===== src/rtl/store_buffer.sv =====
// -----------------------------------------------------------------------------
// store_buffer
//
// Post-commit store buffer sitting between the MEM stage and data memory.
// Stores are queued in FIFO order and drained one at a time to memory; loads
// may optionally be forwarded from the buffered stores.
//
// Configuration macro:
//   STORE_FWD_EN  - when defined, loads are forwarded byte-lane by byte-lane
//                   from the youngest matching entries. When undefined, any
//                   load stalls while the buffer is non-empty.
//
// Ports:
//   clk, reset_n                 clock, asynchronous active-low reset
//   st_valid/st_addr/st_byteen/st_data   store request from MEM
//   st_ready                     buffer can take a store this cycle
//   ld_valid/ld_addr/ld_byteen   load lookup from MEM
//   ld_hit/ld_data/ld_stall      combinational lookup result
//   mem_req/mem_addr/mem_byteen/mem_wdata  head entry presented to memory
//   mem_ack                      memory accepts the head write
//   count                        number of occupied entries
// -----------------------------------------------------------------------------
module store_buffer #(
    parameter int DEPTH = 4
) (
    input  logic                     clk,
    input  logic                     reset_n,
    input  logic                     st_valid,
    input  logic [31:0]              st_addr,
    input  logic [3:0]               st_byteen,
    input  logic [31:0]              st_data,
    output logic                     st_ready,
    input  logic                     ld_valid,
    input  logic [31:0]              ld_addr,
    input  logic [3:0]               ld_byteen,
    output logic                     ld_hit,
    output logic [31:0]              ld_data,
    output logic                     ld_stall,
    output logic                     mem_req,
    output logic [31:0]              mem_addr,
    output logic [3:0]               mem_byteen,
    output logic [31:0]              mem_wdata,
    input  logic                     mem_ack,
    output logic [$clog2(DEPTH):0]   count
);

    localparam int PW = $clog2(DEPTH);
    localparam int CW = PW + 1;

    typedef struct packed {
        logic [29:0] addr;
        logic [3:0]  byteen;
        logic [31:0] data;
    } entry_t;

    entry_t          entry_q [DEPTH];
    entry_t          new_entry_d;
    entry_t          head;
    logic [PW-1:0]   rd_ptr_q, rd_ptr_d;
    logic [PW-1:0]   wr_ptr_q, wr_ptr_d;
    logic [CW-1:0]   count_q, count_d;
    logic            push;
    logic            pop;

    // Status depends on registered occupancy only, so a full buffer refuses a
    // store even in a cycle where the head is being drained.
    assign st_ready = (count_q != CW'(DEPTH));
    assign mem_req  = (count_q != '0);

    // A zero-byte-enable store is accepted but never occupies an entry.
    assign push = st_valid && st_ready && (st_byteen != 4'b0);
    assign pop  = mem_req && mem_ack;

    assign new_entry_d = '{addr: st_addr[31:2], byteen: st_byteen, data: st_data};

    assign head       = entry_q[rd_ptr_q];
    assign mem_addr   = {head.addr, 2'b00};
    assign mem_byteen = head.byteen;
    assign mem_wdata  = head.data;
    assign count      = count_q;

    // Pointers are PW bits wide and DEPTH is a power of two, so the
    // increment wraps from DEPTH-1 to 0 on its own.
    always_comb begin
        rd_ptr_d = rd_ptr_q;
        wr_ptr_d = wr_ptr_q;
        count_d  = count_q;
        if (push) wr_ptr_d = wr_ptr_q + PW'(1);
        if (pop)  rd_ptr_d = rd_ptr_q + PW'(1);
        case ({push, pop})
            2'b10:   count_d = count_q + CW'(1);
            2'b01:   count_d = count_q - CW'(1);
            default: count_d = count_q;
        endcase
    end

    always_ff @(posedge clk or negedge reset_n) begin
        if (!reset_n) begin
            rd_ptr_q <= '0;
            wr_ptr_q <= '0;
            count_q  <= '0;
        end else begin
            rd_ptr_q <= rd_ptr_d;
            wr_ptr_q <= wr_ptr_d;
            count_q  <= count_d;
        end
    end

    // NOTE: the entry array has no reset; its contents are meaningless while
    // count is 0, and leaving it unreset lets it map onto plain storage.
    always_ff @(posedge clk) begin
        if (push) entry_q[wr_ptr_q] <= new_entry_d;
    end

`ifdef STORE_FWD_EN
    logic [3:0]    fwd_found;
    logic [31:0]   fwd_data;
    logic [PW-1:0] fwd_idx;
    logic          unused_bits;

    // Walk the occupied entries oldest to youngest; a younger match simply
    // overwrites the lane an older one supplied.
    always_comb begin
        fwd_found = '0;
        fwd_data  = '0;
        fwd_idx   = '0;
        for (int i = 0; i < DEPTH; i++) begin
            fwd_idx = rd_ptr_q + PW'(i);
            if ((CW'(i) < count_q) && (entry_q[fwd_idx].addr == ld_addr[31:2])) begin
                for (int b = 0; b < 4; b++) begin
                    if (entry_q[fwd_idx].byteen[b] && ld_byteen[b]) begin
                        fwd_found[b]       = 1'b1;
                        fwd_data[8*b +: 8] = entry_q[fwd_idx].data[8*b +: 8];
                    end
                end
            end
        end
    end

    assign ld_hit      = ld_valid && (ld_byteen != 4'b0) && (fwd_found == ld_byteen);
    assign ld_stall    = ld_valid && (fwd_found != 4'b0) && (fwd_found != ld_byteen);
    assign ld_data     = ld_hit ? fwd_data : 32'h0;
    assign unused_bits = ^{st_addr[1:0], ld_addr[1:0]};
`else
    logic unused_bits;

    // Without forwarding any load must wait until the buffer has drained.
    assign ld_hit      = 1'b0;
    assign ld_data     = 32'h0;
    assign ld_stall    = ld_valid && (count_q != '0);
    assign unused_bits = ^{st_addr[1:0], ld_addr, ld_byteen};
`endif

endmodule


===== config.mk =====
export PLATFORM = sky130hd
export DESIGN_NAME = store_buffer
export DESIGN_NICKNAME = d
export VERILOG_FILES = /design/src/rtl/store_buffer.sv
export SDC_FILE = /design/constraint.sdc
export NUM_CORES = 1
export LEC_CHECK = 0
export CAP_MARGIN = 30
export CORE_MARGIN = 2
export CORE_UTILIZATION = 55
export DETAILED_ROUTE_END_ITERATION = 16
export DONT_BUFFER_PORTS = 1
export MAX_ROUTING_LAYER = met4
export PLACE_DENSITY = 0.78
export SYNTH_ARGS = -nofsm -noshare
export SYNTH_HDL_FRONTEND = slang
export SYNTH_SLANG_ARGS = --single-unit

===== constraint.sdc =====
create_clock -name clk -period 3.8 [get_ports clk]
set_input_delay 0.38 -clock clk [delete_from_list [all_inputs] [get_ports clk]]
set_output_delay 0.38 -clock clk [all_outputs]
set_load 0.1 [all_outputs]

==> results.md <==
* Outcome: completed
* Core area at 18100 um2
* Crit Path Class: flop to primary output
* GR Overflow Total at 0
* Worst-Margin Slew at 1.01 ns
* Yosys top cell by area: edfxtp_1
* Ys flop type: edfxtp_1
* #FFs+latches synth at 271
* Nets at 626
* Post-route cell area at 11900 um2
* Clk buf depth at 3
* Syn Area/Cell at 24.3 um2
* DR iter-0 viols at 289
* Final setup vio count at 0
* DRC Markers at 0
* Die area at 19700 um2
* Via count at 4391
* Worst Path Arrival at 2.45 ns
* Hold Crit Class: primary input to flop
* RSZ-0062 raised after global routing: no
* Layout cells sized above 1 at 22.6%
* Worst setup path startpoint: rd_ptr_q[0]
* Startpoint Class: flop
* Port Buffer Count at 0
* DRT Pass-1 Iters at 4
* Half-perimeter wire length after placement at 9.94 mm
* Top Usage Layer GRT: met2
* Post-DR wirelength/cell at 23.2 um
* Distinct cells, synth at 23
* CTS Buf Count at 26
* Initial antenna violation count at 1
* RePlAce Congestion at 0.740
* CP Capture Type: primary output
* Max-cap violation count at 0
* Netlist Area Pre-Place at 10200 um2
* Vias/cell at 5.77
* Tmin final at 2.83 ns
* Fmax at 0.353 GHz
* Clk_skew at 0.0191 ns
* Async SR Flop Fraction at 2.58%
* Crit-path max FO at 22
* Global Route met3 Usage at 3.73%
* Post-Place Worst Slack at 1.20 ns
* Final Slew Violations at 0
* Largest net degree at the start of global routing at 68
* Final WL at 17.7 mm
* Global Route met1 Usage at 24.0%
* Post_cts resized at 0
* CTS tree: built
* Hold path start: mem_ack
* Height of the die at 140 um
* Tcrit/Tclk final at 74.5%
* FF-to-FF Start: count[0]
* Slew Limit Headroom at 32.6%
* Global-route wire length before repair at 27.4 mm
* CTS root buf: clkbuf_16
* # Post-CTS Setup Buffers at 0
* Vias in the first global route at 4739
* GR Util met2 at 31.9%
* H-tree Lvls at 1
* # hold bufs at CTS at 67
* Share of the synthesized area in the top cell type at 77.4%
* Mapped Cells at 421
* Number of synthesized flops with an enable pin at 264
* Die width at 140 um
* Worst path cell trace: buf_4 -> mux4_2
* Final hold viol count at 0
* PnR worst setup slack at 0.970 ns
* # rows at 49
* All-Layer GR Usage at 18.9%
* Final ANT Viol Nets at 0
* WP data required at 3.42 ns
* Ports at 216
* Synth-to-Final Area Change at 16.2%
* Crit path largest cell delay at 0.86 ns
* Sequential area share after synthesis at 79.1%
* Initial Utilization at 56.4%
* CP max-delay cell: mux4_2
* Clock Latency Late Sink at 0.53 ns
* Cells taking the most area after synthesis: edfxtp_1 (77%), mux4_2 (15%), buf_4 (2.9%)
* Post-DP Area at 10400 um2
* Clk sink count at 271
* CTS clk-pin slew, worst paths at 0.06 ns
* Final setup TNS at 0 ns
* Syn. warnings at 0
[registers in the layout, summed over array words and instances, names as in the netlist]
signal	cells
entry_q	264
count	3
wr_ptr_q	2
rd_ptr_q	2
[metal layers]
layer / wire length, um / share of wire (%) / up-vias
met5: 0 / 0 / -
met1: 6970 / 39 / 2338
li1: - / - / 1870
met3: 1010 / 5.7 / 31
met2: 9330 / 53 / 152
met4: 352 / 2.0 / 0
[per-stage QoR]
step / cells / hold slack (ns) / utilization (%)
final: 761 / 0.193 / 65.6
after global routing: 761 / 0.182 / 65.6
after CTS: 760 / 0.161 / 65.6
after detailed placement: 645 / 0.0847 / 57.4
after global placement: 645 / 0.0847 / 57.4
after floorplan: 455 / 0.0844 / -
[kinds of logic after synthesis]
| logic type | Yosys count | share of synthesized area (%) |
|---|---|---|
| xor+xnor | 6 | 0.513 |
| simple gates | 10 | 0.513 |
| flops | 271 | 79.1 |
| buf+inv | 56 | 4.08 |
| mux | 68 | 14.7 |
| fa+ha+maj | 6 | 0.806 |
| compound gates | 3 | 0.220 |
| other cells | 1 | 0.0366 |
[critical path, delay by kind of cell (launching register included)]
family,cells,cell delay (ns)
DFF,1,0.59
buffers and inverters,1,0.47
muxes,1,0.86
[path summary, 6_finish.rpt]
path / to / slack (ns) / depth (start not counted)
max: mem_addr[31] / 0.97 / 2
min: rd_ptr_q[0] / 0.19 / 2
max reg2reg: entry_q[3][16] / 1.19 / 5
min reg2reg: wr_ptr_q[1] / 0.58 / 1
max in group asynchronous: rd_ptr_q[1] / 3.33 / 1
min in group asynchronous: count[2] / 0.20 / 1
[cell usage after synthesis, drive strengths merged, types with 2 or more instances]
cell / count
nor2: 2
inv: 6
nand2: 2
and2: 5
edfxtp: 264
xor2: 3
buf: 50
ha: 5
dfrtp: 7
xnor2: 3
mux4: 66
[placed cells by master (no fill, tap or decap), types with 4 or more instances in the layout]
master and n:
and2_4 4, clkinv_1 8, edfxtp_1 264, buf_12 5, clkbuf_1 4, buf_4 6, dfrtp_1 5, dlygate4sd3_1 67
clkbuf_16 26, ha_1 5, conb_1 35, mux4_2 66, inv_1 6, clkinv_2 6
[final cells by class]
type                            count  area, um2
Inverter                            6       22.5
Clock buffer                       30        666
Multi-Input combinational cell    128       1860
Clock inverter                     18        144
Tap cell                          229        287
Timing Repair Buffer               78        816
Fill cell                        1146       6240
Antenna cell                        1       2.50
Sequential cell                   271       8110
Power is not shown: default switching activity piles up to over one toggle a cycle in this logic, so the estimate is an artifact.
